==> src/rtl/risc_pkg.sv <==
// Shared types and constants for the RISC fetch sequencer.
package risc_pkg;

    localparam logic [31:0] RISC_RESET_VECTOR = 32'h0000_0000;
    localparam int unsigned RISC_INSTR_BYTES  = 4;
    localparam int unsigned RISC_INSTR_W      = 32;

    typedef enum logic [1:0] {
        BOOT,
        FETCH,
        DRAIN,
        HOLD
    } fetch_state_t;

endpackage

==> src/rtl/risc_fetch_buffer.sv <==
// Single-entry instruction buffer between fetch and decode; flush beats load beats consume.
module risc_fetch_buffer
    import risc_pkg::*;
#(
    parameter int unsigned XLEN = 32
) (
    input  logic                    clk,
    input  logic                    reset,
    input  logic                    load,
    input  logic                    consume,
    input  logic                    flush,
    input  logic [RISC_INSTR_W-1:0] load_instr,
    input  logic [XLEN-1:0]         load_pc,
    output logic                    instr_valid,
    output logic [RISC_INSTR_W-1:0] instr,
    output logic [XLEN-1:0]         instr_pc
);

    always_ff @(posedge clk) begin
        if (reset) begin
            instr_valid <= 1'b0;
            instr       <= '0;
            instr_pc    <= '0;
        end else if (flush) begin
            instr_valid <= 1'b0;
        end else if (load) begin
            instr_valid <= 1'b1;
            instr       <= load_instr;
            instr_pc    <= load_pc;
        end else if (consume) begin
            instr_valid <= 1'b0;
        end
    end

endmodule

==> src/rtl/risc_fetch_sequencer.sv <==
// Flow-controlled instruction fetch: owns the PC, runs the imem req/ack handshake, feeds one buffer slot.
// Build option: RISC_FETCH_ALIGN_CHECK_EN rejects misaligned redirects and pulses misalign_trap.
module risc_fetch_sequencer
    import risc_pkg::*;
#(
    parameter int unsigned     XLEN         = 32,
    parameter logic [XLEN-1:0] RESET_VECTOR = XLEN'(RISC_RESET_VECTOR),
    parameter int unsigned     INSTR_BYTES  = RISC_INSTR_BYTES
) (
    input  logic            clk,
    input  logic            reset,
    input  logic            stall_i,
    input  logic            redirect_valid,
    input  logic [XLEN-1:0] redirect_pc,
    output logic            imem_req,
    output logic [XLEN-1:0] imem_addr,
    input  logic            imem_ack,
    input  logic [31:0]     imem_rdata,
    output logic            instr_valid,
    output logic [31:0]     instr,
    output logic [XLEN-1:0] instr_pc,
    output logic [XLEN-1:0] pc,
    output logic            misalign_trap
);

    fetch_state_t    state, state_d;
    logic [XLEN-1:0] pc_d, req_addr, req_addr_d, redirect_target;
    logic            pending, pending_d, trap_d;
    logic            consume, slot_free, misaligned, redirect_take;
    logic            buf_load, buf_flush;

`ifdef RISC_FETCH_ALIGN_CHECK_EN
    assign misaligned      = redirect_valid && (redirect_pc[1:0] != 2'b00);
    assign redirect_target = redirect_pc;
`else
    assign misaligned      = 1'b0;
    assign redirect_target = redirect_pc & ~XLEN'(3);
`endif

    assign redirect_take = redirect_valid && !misaligned;
    assign consume       = instr_valid && !stall_i;
    assign slot_free     = !instr_valid || consume;

    always_ff @(posedge clk) begin
        if (reset) begin
            state         <= BOOT;
            pc            <= RESET_VECTOR;
            req_addr      <= '0;
            pending       <= 1'b0;
            misalign_trap <= 1'b0;
        end else begin
            state         <= state_d;
            pc            <= pc_d;
            req_addr      <= req_addr_d;
            pending       <= pending_d;
            misalign_trap <= trap_d;
        end
    end

    // A new request only starts with a free slot, so an outstanding request never finds the buffer full.
    always_comb begin
        state_d    = state;
        pc_d       = pc;
        req_addr_d = req_addr;
        pending_d  = pending;
        trap_d     = misaligned;
        imem_req   = 1'b0;
        imem_addr  = req_addr;
        buf_load   = 1'b0;
        buf_flush  = 1'b0;
        case (state)
            BOOT: begin
                state_d = FETCH;
                if (redirect_take) begin
                    pc_d      = redirect_target;
                    buf_flush = 1'b1;
                end
            end
            FETCH: begin
                if (pending) begin
                    imem_req = 1'b1;
                end else if (slot_free && !redirect_take) begin
                    imem_req   = 1'b1;
                    imem_addr  = pc;
                    req_addr_d = pc;
                    pending_d  = 1'b1;
                end
                if (redirect_take) begin
                    pc_d      = redirect_target;
                    buf_flush = 1'b1;
                    if (pending && !imem_ack) begin
                        state_d = DRAIN;
                    end else begin
                        pending_d = 1'b0;
                    end
                end else if (imem_req && imem_ack) begin
                    buf_load  = 1'b1;
                    pc_d      = pc + XLEN'(INSTR_BYTES);
                    pending_d = 1'b0;
                end else if (!slot_free) begin
                    state_d = HOLD;
                end
            end
            DRAIN: begin
                imem_req = 1'b1;
                if (redirect_take) begin
                    pc_d      = redirect_target;
                    buf_flush = 1'b1;
                end
                if (imem_ack) begin
                    pending_d = 1'b0;
                    state_d   = FETCH;
                end
            end
            HOLD: begin
                if (redirect_take) begin
                    pc_d      = redirect_target;
                    buf_flush = 1'b1;
                    state_d   = FETCH;
                end else if (consume) begin
                    state_d = FETCH;
                end
            end
            default: state_d = BOOT;
        endcase
    end

    risc_fetch_buffer #(
        .XLEN(XLEN)
    ) u_buffer (
        .clk        (clk),
        .reset      (reset),
        .load       (buf_load),
        .consume    (consume),
        .flush      (buf_flush),
        .load_instr (imem_rdata),
        .load_pc    (imem_addr),
        .instr_valid(instr_valid),
        .instr      (instr),
        .instr_pc   (instr_pc)
    );

endmodule

==> config.mk <==
export PLATFORM = sky130hd
export DESIGN_NAME = risc_fetch_sequencer
export DESIGN_NICKNAME = d
export VERILOG_FILES = /design/src/rtl/risc_pkg.sv /design/src/rtl/risc_fetch_buffer.sv /design/src/rtl/risc_fetch_sequencer.sv
export SDC_FILE = /design/constraint.sdc
export NUM_CORES = 1
export LEC_CHECK = 0
export CAP_MARGIN = 40
export CORE_AREA = 2 2 131 133
export CTS_BUF_LIST = sky130_fd_sc_hd__clkbuf_4 sky130_fd_sc_hd__clkbuf_8
export DETAILED_ROUTE_END_ITERATION = 6
export DIE_AREA = 0 0 133 135
export MAX_ROUTING_LAYER = met4
export PLACE_DENSITY = 0.63
export SYNTH_ARGS = -nofsm -noshare
export SYNTH_HDL_FRONTEND = slang
export SYNTH_SLANG_ARGS = --single-unit
==> constraint.sdc <==
create_clock -name clk -period 2.02 [get_ports clk]
set_clock_uncertainty 0.2 [all_clocks]
set_input_delay 0.404 -clock clk [delete_from_list [all_inputs] [get_ports clk]]
set_output_delay 0.404 -clock clk [all_outputs]
set_load 0.05 [all_outputs]
==> impl_metrics.sql <==
INSERT INTO impl_metrics (metric_group, metric, value, unit) VALUES
('timing', 'tightestPinTransition', '572', 'ps'),
('timing', 'rsz0062_at_grt', 'yes', ''),
('critical_path', 'setup.worst_path.start', 'state[1]$_SDFFE_PP0P_', ''),
('die', 'floorplan.initialDensity', '0.348', ''),
('synth', 'synth_sequential_area_ratio', '0.456', ''),
('critical_path', 'setup.worst_path.start_class', 'register', ''),
('global_routing', 'globalRouteOverflowTotal', '0', ''),
('power', 'max-vdd-ir-drop', '0.408', 'mV'),
('die', 'design.portCount', '200', ''),
('clock_network', 'cts_hold_repair_buffers', '0', ''),
('drt', 'dr_total_vias', '5889', ''),
('global_routing', 'first_pass_grt_wire_length', '28.9', 'mm'),
('synth', 'synth.lib_cells_used.distinct', '65', ''),
('clock_network', 'cts_tree', 'done', ''),
('clock_network', 'cts.path.max_buffers', '2', ''),
('critical_path', 'r2r.worst_path.cells', '11', ''),
('layout', 'mostFrequentLayoutCell', 'buf_4', ''),
('layout', 'layout-drive-gt1-share', '0.441', ''),
('placed_design', 'port_buffers', '194', ''),
('die', 'design.die.area', '18000', 'sq um'),
('power', 'leakage', '4.01', 'nW'),
('clock_network', 'clock-root-buffer', 'clkbuf_8', ''),
('timing', 'slew-limit-headroom', '0.619', ''),
('power', 'power', '8.42', 'mW'),
('synth', 'count_of_synthesis_stage_warnings_from_yosys', '0', ''),
('placed_design', 'routabilityCongestion', '0.823', ''),
('timing', 'holdWs', '224', 'ps'),
('drt', 'post_drt_antenna_nets', '0', ''),
('power', 'p_per_area', '854', 'nW/um^2'),
('synth', 'syn_area', '5710', 'sq um'),
('synth', 'synth_edf_count', '0', ''),
('clock_network', 'cts_made_buffers', '17', ''),
('synth', 'postSynth.topFlopCell', 'dfxtp_1', ''),
('synth', 'syn-instance-count', '670', ''),
('drt', 'drc_errors', '0', ''),
('die', 'fp.dieH', '135', 'um'),
('layout', 'most-common-layout-cells', 'buf_4, dfxtp_1, nand2_1', ''),
('critical_path', 'worst-path-max-fanout', '6', ''),
('timing', 'max_clock_freq', '366', 'MHz'),
('timing', 'finalCriticalPeriod', '2730', 'ps'),
('synth', 'syn_area_per_cell', '8.52', 'sq um'),
('clock_network', 'clkSinkCount', '130', ''),
('die', 'die_width', '133', 'um'),
('global_routing', 'number_of_antenna_violations_at_the_first_check_in_global_routing', '0', ''),
('timing', 'timing.final.hold_violations', '0', ''),
('layout', 'nNetsFinal', '1024', ''),
('critical_path', 'critical_path.endpoint_type', 'output port', ''),
('layout', 'syn_to_final_growth', '72.7', '%'),
('timing', 'setup_violations', '37', ''),
('die', 'core_box_area', '16400', 'sq um'),
('die', 'std_cell_rows', '47', ''),
('critical_path', 'critical_path.reg2reg.endpoint', 'u_buffer.instr_pc[15]$_SDFFE_PP0P_', ''),
('timing', 'final_clock_period_utilization_by_the_worst_path', '1.35', ''),
('outcome', 'failed_checks', 'negative setup slack', ''),
('drt', 'drtPass1Iterations', '5', ''),
('critical_path', 'worst_ep_arrival_time', '2130', 'ps'),
('global_routing', 'first_global_vias', '5822', ''),
('placed_design', 'dp_hpwl', '13.0', 'mm'),
('global_routing', 'gr-usage-all-layers', '0.208', ''),
('drt', 'drt_first_iter_violations', '270', ''),
('timing', 'drv_slew', '0', ''),
('layout', 'antennaDiodeCount', '0', ''),
('synth', 'postSynth.asyncResetShare', '0', ''),
('clock_network', 'path_clk_slew', '70', 'ps'),
('hold_path', 'holdCritPathClass', 'in -> reg', ''),
('critical_path', 'cp-endpoint', 'imem_addr[8]', ''),
('critical_path', 'required_time_of_the_critical_path', '1420', 'ps'),
('hold_path', 'holdPathStages', '2', ''),
('drt', 'vias_per_cell', '4.97', ''),
('synth', 'synth.ff_latch_count', '130', ''),
('critical_path', 'setup.worst_path.class', 'reg -> out', ''),
('layout', 'stdcell_area', '9850', 'sq um'),
('outcome', 'outcome', 'finished with violations', ''),
('critical_path', 'regToRegSetupSlack', '-50', 'ps'),
('clock_network', 'clk-insertion-delay-late', '450', 'ps'),
('clock_network', 'number_of_h_tree_branching_levels', '4', ''),
('drt', 'wl', '19.4', 'mm'),
('placed_design', 'dpl-instance-area', '8530', 'sq um'),
('critical_path', 'regToRegStartpoint', 'state[1]$_SDFFE_PP0P_', ''),
('drt', 'routed_wire_length_per_instance', '16.4', 'um'),
('placed_design', 'dp_worst_setup_slack', '-715', 'ps'),
('run', 'drv_cap', '0', ''),
('global_routing', 'grt_max_degree', '50', ''),
('timing', 'postLayoutSetupSlackWorst', '-713', 'ps'),
('timing', 'setup-tns-final', '-21890', 'ps');
## final cells by class
cell class | count | area, sq um
well taps | 220 | 275
inverters | 34 | 163
repair buffers | 312 | 3040
flip-flops and latches | 130 | 2640
clock inverters | 8 | 96.3
fillers | 1383 | 6550
clock buffers | 24 | 330
multi-input cells | 456 | 3310
## sequential cells by signal, summed over array words and instances, names as in the netlist
signal,cells
req_addr,32
pending,1
state,2
u_buffer.instr_pc,32
pc,30
u_buffer.instr,32
u_buffer.instr_valid,1
## routing by layer
metal,vias to the layer above,wire length [um],GRT usage
met5,-,0,-
met4,0,305,0.0717
met3,21,1040,0.0477
met2,195,9550,0.347
met1,2789,8500,0.250
li1,2884,-,-
## cells in the mapped netlist, types with 5 or more instances
cell	instances	area share
nand3_1	18	0.016
buf_2	12	0.011
a211oi_1	32	0.042
o21ai_0	15	0.013
dfxtp_1	130	0.46
inv_1	34	0.022
nor2_1	90	0.059
or3_1	6	0.0066
a31oi_1	9	0.0099
buf_6	8	0.016
o211ai_1	5	0.0066
nand2_1	90	0.059
mux2i_1	32	0.056
nor3_1	9	0.0079
nand4_1	11	0.012
nor2b_1	6	0.0066
a21oi_1	55	0.048
clkbuf_1	21	0.014
## worst min-delay path by stage
stage,startpoint,endpoint,slack [ps]
finish,reset,pc[5]$_SDFFE_PP0P_,220
global route,reset,pc[4]$_SDFFE_PP0P_,220
CTS,reset,pc[5]$_SDFFE_PP0P_,200
detailed placement,u_buffer.instr[9]$_SDFFE_PP0P_,u_buffer.instr[9]$_SDFFE_PP0P_,250
global placement,u_buffer.instr[14]$_SDFFE_PP0P_,u_buffer.instr[14]$_SDFFE_PP0P_,240
floorplan,req_addr[0]$_SDFF_PP0_,u_buffer.instr_pc[0]$_SDFFE_PP0P_,270
## critical path, stage by stage (launching register included)
cell	delay, ps
dfxtp_2	330
inv_2	50
ha_4	120
nor2b_4	160
nand2_4	70
nor2_4	150
buf_6	150
buf_12	160
mux2i_4	290
inv_4	40
buf_6	150
## stage by stage
step / util / instances
after floorplan: - / 672
after global placement: 0.520 / 1129
after detailed placement: 0.520 / 1129
after CTS: 0.575 / 1177
after global routing: 0.601 / 1184
final: 0.601 / 1184
## power breakdown
part	switching [mW]	internal, mW	leakage (nW)
clock	1.02	1.32	0.217
sequential	0.181	2.78	1.07
combinational	1.80	1.31	2.73
## kinds of logic (layout without fill, tap and decap cells)
group | after synthesis | after routing | share of synthesized area
multiplexers | 32 | 32 | 0.0561
AO/OA/AOI/OAI | 152 | 152 | 0.176
buffers and inverters | 86 | 378 | 0.0785
other | 1 | 3 | 0.000657
AND/OR/NAND/NOR | 264 | 264 | 0.222
XOR/XNOR | 1 | 1 | 0.00154
flip-flops | 130 | 130 | 0.456
adder cells (fa/ha/maj) | 4 | 4 | 0.00877
## timing repair
item	in CTS	in global routing
gates cloned	2	4
setup buffers	14	20
pin swaps	1	9
gates resized for setup	68	71
endpoints found under the setup margin	80	96
Note: power is estimated with default switching activity, not from simulation.
